**src/rtl/regfile_sb.sv**
```systemverilog
// Multi-port integer register file with a per-register pending scoreboard.
// Two combinational read ports, two prioritised write ports (A over B), optional write bypass.
module regfile_sb #(
    parameter int XLEN     = 32,
    parameter int AW       = 5,
    parameter int ZERO_REG = 1,
    parameter int BYPASS   = 1
) (
    input  logic            clk,
    input  logic            rst_n,
    input  logic [AW-1:0]   rs1_addr,
    input  logic [AW-1:0]   rs2_addr,
    output logic [XLEN-1:0] rs1_data,
    output logic [XLEN-1:0] rs2_data,
    output logic            rs1_ready,
    output logic            rs2_ready,
    input  logic            iss_valid,
    input  logic [AW-1:0]   iss_rd,
    input  logic            wa_en,
    input  logic [AW-1:0]   wa_addr,
    input  logic [XLEN-1:0] wa_data,
    input  logic            wb_en,
    input  logic [AW-1:0]   wb_addr,
    input  logic [XLEN-1:0] wb_data,
    input  logic            flush,
    output logic [AW:0]     pend_cnt
);

    localparam int NREGS = 1 << AW;

    logic [XLEN-1:0] regs [NREGS];
    logic [NREGS-1:0] pend;
    logic [NREGS-1:0] pend_next;
    logic [AW:0]      cnt_next;
    logic             wa_commit;
    logic             wb_commit;
    logic             iss_eff;
    logic             set_inc;
    logic             clr_a;
    logic             clr_b;
    logic [AW-1:0]    rd_addr  [2];
    logic [XLEN-1:0]  rd_data  [2];
    logic             rd_ready [2];

    // Port B is squashed when port A hits the same register, so at most one commit per address.
    always_comb begin
        wa_commit = wa_en && !(ZERO_REG != 0 && wa_addr == '0);
        wb_commit = wb_en && !(ZERO_REG != 0 && wb_addr == '0)
                    && !(wa_commit && wa_addr == wb_addr);
        iss_eff   = iss_valid && !(ZERO_REG != 0 && iss_rd == '0);
    end

    always_comb begin
        pend_next = pend;
        if (wa_commit) pend_next[wa_addr] = 1'b0;
        if (wb_commit) pend_next[wb_addr] = 1'b0;
        if (iss_eff)   pend_next[iss_rd]  = 1'b1;
        if (flush)     pend_next          = '0;
    end

    // Count tracks only real 0->1 and 1->0 transitions; a clear masked by a same-cycle issue is not one.
    always_comb begin
        set_inc  = iss_eff && !pend[iss_rd];
        clr_a    = wa_commit && pend[wa_addr] && !(iss_eff && iss_rd == wa_addr);
        clr_b    = wb_commit && pend[wb_addr] && !(iss_eff && iss_rd == wb_addr);
        cnt_next = pend_cnt + {{AW{1'b0}}, set_inc}
                            - {{AW{1'b0}}, clr_a}
                            - {{AW{1'b0}}, clr_b};
        if (flush) cnt_next = '0;
    end

    always_comb begin
        rd_addr[0] = rs1_addr;
        rd_addr[1] = rs2_addr;
        for (int p = 0; p < 2; p++) begin
            rd_data[p]  = regs[rd_addr[p]];
            rd_ready[p] = !pend[rd_addr[p]];
            if (BYPASS != 0 && wa_commit && wa_addr == rd_addr[p]) begin
                rd_data[p]  = wa_data;
                rd_ready[p] = 1'b1;
            end else if (BYPASS != 0 && wb_commit && wb_addr == rd_addr[p]) begin
                rd_data[p]  = wb_data;
                rd_ready[p] = 1'b1;
            end
            if (ZERO_REG != 0 && rd_addr[p] == '0) begin
                rd_data[p]  = '0;
                rd_ready[p] = 1'b1;
            end
            if (!rst_n) begin
                rd_data[p]  = '0;
                rd_ready[p] = 1'b1;
            end
        end
    end

    assign rs1_data  = rd_data[0];
    assign rs2_data  = rd_data[1];
    assign rs1_ready = rd_ready[0];
    assign rs2_ready = rd_ready[1];

    always_ff @(posedge clk or negedge rst_n) begin
        if (!rst_n) begin
            for (int i = 0; i < NREGS; i++) regs[i] <= '0;
            pend     <= '0;
            pend_cnt <= '0;
        end else begin
            if (wa_commit) regs[wa_addr] <= wa_data;
            if (wb_commit) regs[wb_addr] <= wb_data;
            pend     <= pend_next;
            pend_cnt <= cnt_next;
        end
    end

endmodule

```
**config.mk**
```make
export PLATFORM = sky130hd
export DESIGN_NAME = regfile_sb
export DESIGN_NICKNAME = d
export VERILOG_FILES = /design/src/rtl/regfile_sb.sv
export SDC_FILE = /design/constraint.sdc
export NUM_CORES = 2
export LEC_CHECK = 0
export BUFFER_PORTS_ARGS = -buffer_cell sky130_fd_sc_hd__buf_2
export CAP_MARGIN = 20
export CORE_MARGIN = 2
export CORE_UTILIZATION = 38
export CTS_CLUSTER_SIZE = 25
export DETAILED_ROUTE_END_ITERATION = 6
export HOLD_SLACK_MARGIN = 0.06
export SETUP_SLACK_MARGIN = 0.1
export SLEW_MARGIN = 10
export SYNTH_ARGS = -nofsm -noshare
export SYNTH_HDL_FRONTEND = slang
export SYNTH_SLANG_ARGS = --single-unit
```
**constraint.sdc**
```tcl
create_clock -name clk -period 3.95 [get_ports clk]
set_input_delay 0.1975 -clock clk [delete_from_list [all_inputs] [get_ports clk]]
set_output_delay 0.1975 -clock clk [all_outputs]
set_load 0.005 [all_outputs]
```
# Yosys cells after proc, flatten, opt, wreduce, memory -nomap -nowiden

Index checks and enable logic that the tools add are counted.

Flip-flop bits (word level): 1062
Bits in latches: 0
Bits in writable memories: 0
Bits in read-only memories: 0
Input port bits: 95
Output and inout port bits: 72
Logic and storage cells: 153
Memories kept: 0

Add/subtract/negate cells: 3
Multipliers: 0
Div/mod/pow operators: 0
Order comparisons: 14
Eq/ne operators: 7
Shift operators: 0
Multiplexer cells: 51
Bitwise logic cells: 9
Reductions and logical operators: 35

Operators with widths:

| kind                                                                         | count |
|---|---|
| 1024-bit bitwise mux                                                         | 2 |
| 1024-bit two-way mux                                                         | 2 |
| 32-bit two-way mux                                                           | 18 |
| 32-bit binary-select mux with 5-bit select                                   | 2 |
| 32-bit demux with 5-bit select                                               | 2 |
| 32-bit AND                                                                   | 2 |
| 32-bit NOT                                                                   | 2 |
| 5-bit equality test                                                          | 7 |
| 32-bit bitwise OR                                                            | 1 |
| 5-bit by 6-bit less-than comparator with 1-bit output, second input constant | 5 |
| 1-bit binary-select mux with 5-bit select                                    | 5 |
| 5-bit zero test                                                              | 5 |
| 6-bit >= comparator, second input constant                                   | 4 |
| 5-bit NOT with 6-bit output                                                  | 4 |
| 1-bit logical AND                                                            | 21 |
| 1-bit two-way mux                                                            | 16 |
| 1-bit demux with 5-bit select                                                | 3 |
| 5-bit by 1-bit >= comparator with 1-bit output, second input constant        | 3 |
| 6-bit by 1-bit less-than comparator with 1-bit output, second input constant | 2 |
| 6-bit by 1-bit subtractor with 6-bit output                                  | 2 |
| 1-bit zero test                                                              | 9 |
| 6-bit by 1-bit adder with 6-bit output                                       | 1 |
| 6-bit two-way mux                                                            | 1 |

# Depth between registers and ports, before layout

Depth after elaboration: 12
Depth in mapped cells: 18
Depth with buffers taken out: 17

# Worst setup path after synthesis

OpenSTA, ideal clock, no wires.

Kind: input -> register
Start: input wa_addr[1]
End: register pend_cnt[5]
Setup time: 0.132 ns
Arrival: 3.459 ns
Data required time: 3.818 ns
Slack: 0.359 ns
Stages on the path: 18
Path buffers: 2
Cell sequence: buf_2 or2_4 o41ai_4 o41a_4 buf_4 nand2b_1 nor4_1 fa_1 inv_1 ha_1 ha_1 inv_1 fa_1 inv_1 a21o_1 a21oi_1 xnor2_1 nor2_1

Longest elaborated chain between the ends: 10

RTL lines:

| item                                                                                                | line | source |
|---|---|---|
| start, declared                                                                                     | 20   | `input logic [AW-1:0] wa_addr,` |
| parallel branches: the longest is 8 deep, another holds 6-bit by 1-bit subtractor with 6-bit output | --   |  |
| 6-bit by 1-bit subtractor with 6-bit output (*)                                                     | 68   | `- {{AW{1'b0}}, clr_b};` |
| 6-bit two-way mux (*)                                                                               | 69   | `if (flush) cnt_next = '0;` |
| net cnt_next[5]                                                                                     | 34   | `logic [AW:0] cnt_next;` |
| end signal, assigned                                                                                | 110  | `pend_cnt <= cnt_next;` |
| end, declared                                                                                       | 26   | `output logic [AW:0] pend_cnt` |

Mark *: on every way through the listed nets, which the timed path passes. The select of a mux whose other input is x is not followed.

# Worst setup path after layout

Start: input rs1_addr[3]
End: output rs1_data[2]

Longest elaborated chain between the ends: 8

RTL lines:

| item                                                   | line | source |
|---|---|---|
| start, declared                                        | 11   | `input logic [AW-1:0] rs1_addr,` |
| 5-bit NOT with 6-bit output (implied by the code)      | 76   | `rd_data[p] = regs[rd_addr[p]];` |
| 32-bit binary-select mux with 5-bit select             | 76   |  |
| 32-bit two-way mux (implied by the code) (2 in series) | 76   |  |
| 32-bit two-way mux                                     | 81   | `end else if (BYPASS != 0 && wb_commit && wb_addr == rd_addr[p]) begin` |
| 32-bit two-way mux                                     | 78   | `if (BYPASS != 0 && wa_commit && wa_addr == rd_addr[p]) begin` |
| 32-bit two-way mux (*)                                 | 85   | `if (ZERO_REG != 0 && rd_addr[p] == '0) begin` |
| 32-bit two-way mux (*)                                 | 89   | `if (!rst_n) begin` |
| end, declared                                          | 13   | `output logic [XLEN-1:0] rs1_data,` |

Every way passes the cells marked *; elsewhere a longest branch is shown, timed or not. The select of a mux whose other input is x is not followed.

==> flow_summary.ini <==
[clock_tree]
tritoncts = done
cts_setup_buffers = 0
cts_htree_levels = 3
clock_latency_ps = 800
cts_made_buffers = 118
cts.path.max_buffers = 3
cts_root_buf = clkbuf_16
path_clk_slew_ps = 60
cts.sink_count = 1062

[floorplanning]
die_y_um = 427.3
dieArea_mm2 = 0.1826
initial_core_util = 0.3820
die_x_um = 427.3
num_io_pins = 167
fp-row-count = 155
coreArea_mm2 = 0.1782

[sta]
holdWs_ps = 71.48
hold_violations = 0
slew_headroom = 0.1469
max_freq_ghz = 0.2648
period_needed_ps = 3776
slew_violations = 0
fin_crit_sh = 0.9559
rsz0062_at_grt = no
finalSetupViolCount = 0
tightestPinTransition_ps = 1268
skew_ps = 9.503

[synthesis]
ys_seq_area_frac = 0.3903
synthAdderAreaFrac = 0.001691
ys_ff_latch = 1062
syn_area_per_cell_um2 = 8.656
async_flop_share = 1.000
syn_inst = 7865
yosys_warnings = 0
synthMuxAreaShare = 0.2104
synth_enable_flop_cells = 0
postSynthNetCount = 7968
netlist_area_mm2 = 0.06808
yosysUniqueCellTypes = 65
synth_top_family_by_area = multiplexers
yosys.area_share.xor_xnor = 0.005017
synth_flop_cell = dfrtp_1
synth_compound_area_frac = 0.1883
synthSimpleGateAreaFrac = 0.1435

[placement]
place_congestion = 0.9927
dp_cells = 9791
hpwl_um = 199800
portBuffers = 166

[final_layout]
drive_gt1_frac = 0.1355
area_delta_synth_final_pct = 13.41
finalNonFillerCells = 10140
final_nets = 7765
fin_util = 0.4332

[critical_path]
r2r_cells = 15
rrSetupSlack_ps = 310
r2r-start = pend[3]
worstPathRequired_ps = 3750
crit_type = input port to output port
arrival_ps = 3580
crit_path_max_fanout = 22
slowest_stage = nor4_1
start_kind = input port
end_kind = output port
path_cells = buf_4 > buf_4 > nand4b_1 > buf_4 > a211oi_1 > a21oi_1 > nand3_1 > nor4_1 > a221o_1 > buf_2
max_stage_delay_ps = 820
path_common_cell = buf_4
timing.rr.end = pend_cnt[5]

[routing]
ant_nets = 0
wl_um = 335700
via_count = 66830
avgViaCountPerCell = 6.588
drt-initial-drc-count = 11340
wl_per_cell_um = 33.10
drc_errors = 0
dr.pass1.iters = 6

[job]
drv_cap = 0

[power_and_ir_drop]
max-vdd-ir-drop_mv = 0.3783
cellPowerDensity_mw_per_mm2 = 489.8
cellLeakagePower_uw = 0.03432

[global_route]
grt_pass1_vias = 61770
gr-usage-all-layers = 0.3590
grt_pass1_wl_um = 470400
grt_overflow = 0
grt_max_degree = 167
antenna_found_initial = 31

[status]
status = finished clean

[worst_hold_path]
hp-class = input port to asynchronous set/reset pin
state kept, by name, indices dropped and copies added, names as in the netlist:
| signal | flops |
|---|---|
| pend | 32 |
| pend_cnt | 6 |
| regs | 1024 |
area by class of cell:
class / count / area [um2]
Clock inverter: 37 / 501.7
Antenna cell: 29 / 72.57
Inverter: 53 / 209.0
Clock buffer: 180 / 3590
Multi-Input combinational cell: 5827 / 37970
Timing Repair Buffer: 600 / 5346
Tap cell: 2355 / 2947
Sequential cell: 1062 / 26580
Fill cell: 17040 / 101000
placed cells by master, fill, tap and decap left out, drive strengths merged, types with 7 or more instances in the layout:
master,instances
mux2i,924
nand4b,26
o21ai,82
or2,8
clkbuf,180
xor2,25
inv,14
a211oi,103
bufinv,10
o32ai,31
clkinv,66
a32oi,15
a21oi,1649
nor2,1705
mux2,99
nor2b,77
buf,495
nand3,128
a22oi,144
diode,29
o22ai,204
and3,7
and2,35
nor3b,13
nand2,140
dlygate4sd3,105
dfrtp,1062
xnor2,14
nand3b,12
and4,31
a221o,34
nor3,11
mux4,176
nand2b,10
nor4,68
worst max-delay path, delay by kind of cell:
kind,cells,cell delay (ps)
and+or+nand+nor,3,1410
AOI/OAI and AO/OA,3,620
buffers and inverters,4,1330
routing by layer:
| metal | part of all wire | global-route usage | up-vias |
|---|---|---|---|
| li1 | - | - | 27640 |
| met1 | 0.36 | 0.4512 | 32100 |
| met2 | 0.41 | 0.5069 | 5562 |
| met3 | 0.14 | 0.1160 | 1508 |
| met4 | 0.093 | 0.2802 | 20 |
| met5 | 0.00045 | 0 | - |
cells by family after synthesis:
logic type,after synthesis
buf+inv,976
compound gates,2292
mux,1199
simple gates,2289
xor+xnor,39
flops,1062
fa+ha+maj,8
cell usage after synthesis, drive strengths merged, types with 82 or more instances:
cell type / instances / share of area
mux2i: 924 / 0.14
mux4: 176 / 0.058
nor2: 1705 / 0.094
a211oi: 103 / 0.011
o22ai: 204 / 0.019
mux2: 99 / 0.016
a21oi: 1649 / 0.12
clkbuf: 533 / 0.030
dfrtp: 1062 / 0.39
nand2: 140 / 0.0079
o21ai: 82 / 0.0061
nand3: 128 / 0.0094
buf: 390 / 0.028
a22oi: 144 / 0.016
where the power goes:
part	switching, uW	leakage, uW	internal, uW
logic	4990	0.0193	4620
clock network	5120	0.00203	6880
registers	2520	0.0129	13700
total	12600	0.0343	25200
what timing repair did:
action,CTS,global route
gates cloned,0,0
gates resized for setup,2,2
pin swaps,0,1
hold buffers,105,0
setup endpoints to repair,2,1
endpoints found under the hold margin,1068,0
through the flow:
step	total power [uW]	setup WS (ps)	setup TNS (ps)	instance area [um2]
floorplan	22040	359.0	0	68080
global placement	25000	-233.1	-310.4	71930
detailed placement	25370	-122.0	-122.0	71960
CTS	37380	199.1	0	77110
global route	39250	113.9	0	77180
finish	37820	174.0	0	77210
how the worst max path moves through the flow:
stage,cells after the start,start,slack [ps],to
2_1_floorplan,18,wa_addr[1],360,pend_cnt[5]
3_3_place_gp,16,wb_addr[0],-230,pend_cnt[5]
3_5_place_dp,16,wb_addr[0],-120,pend_cnt[5]
4_1_cts,15,pend[3],200,pend_cnt[5]
5_1_grt,16,pend[27],110,pend_cnt[5]
6_report,10,rs1_addr[3],170,rs1_data[2]
Note: power is estimated with default switching activity, not from simulation.
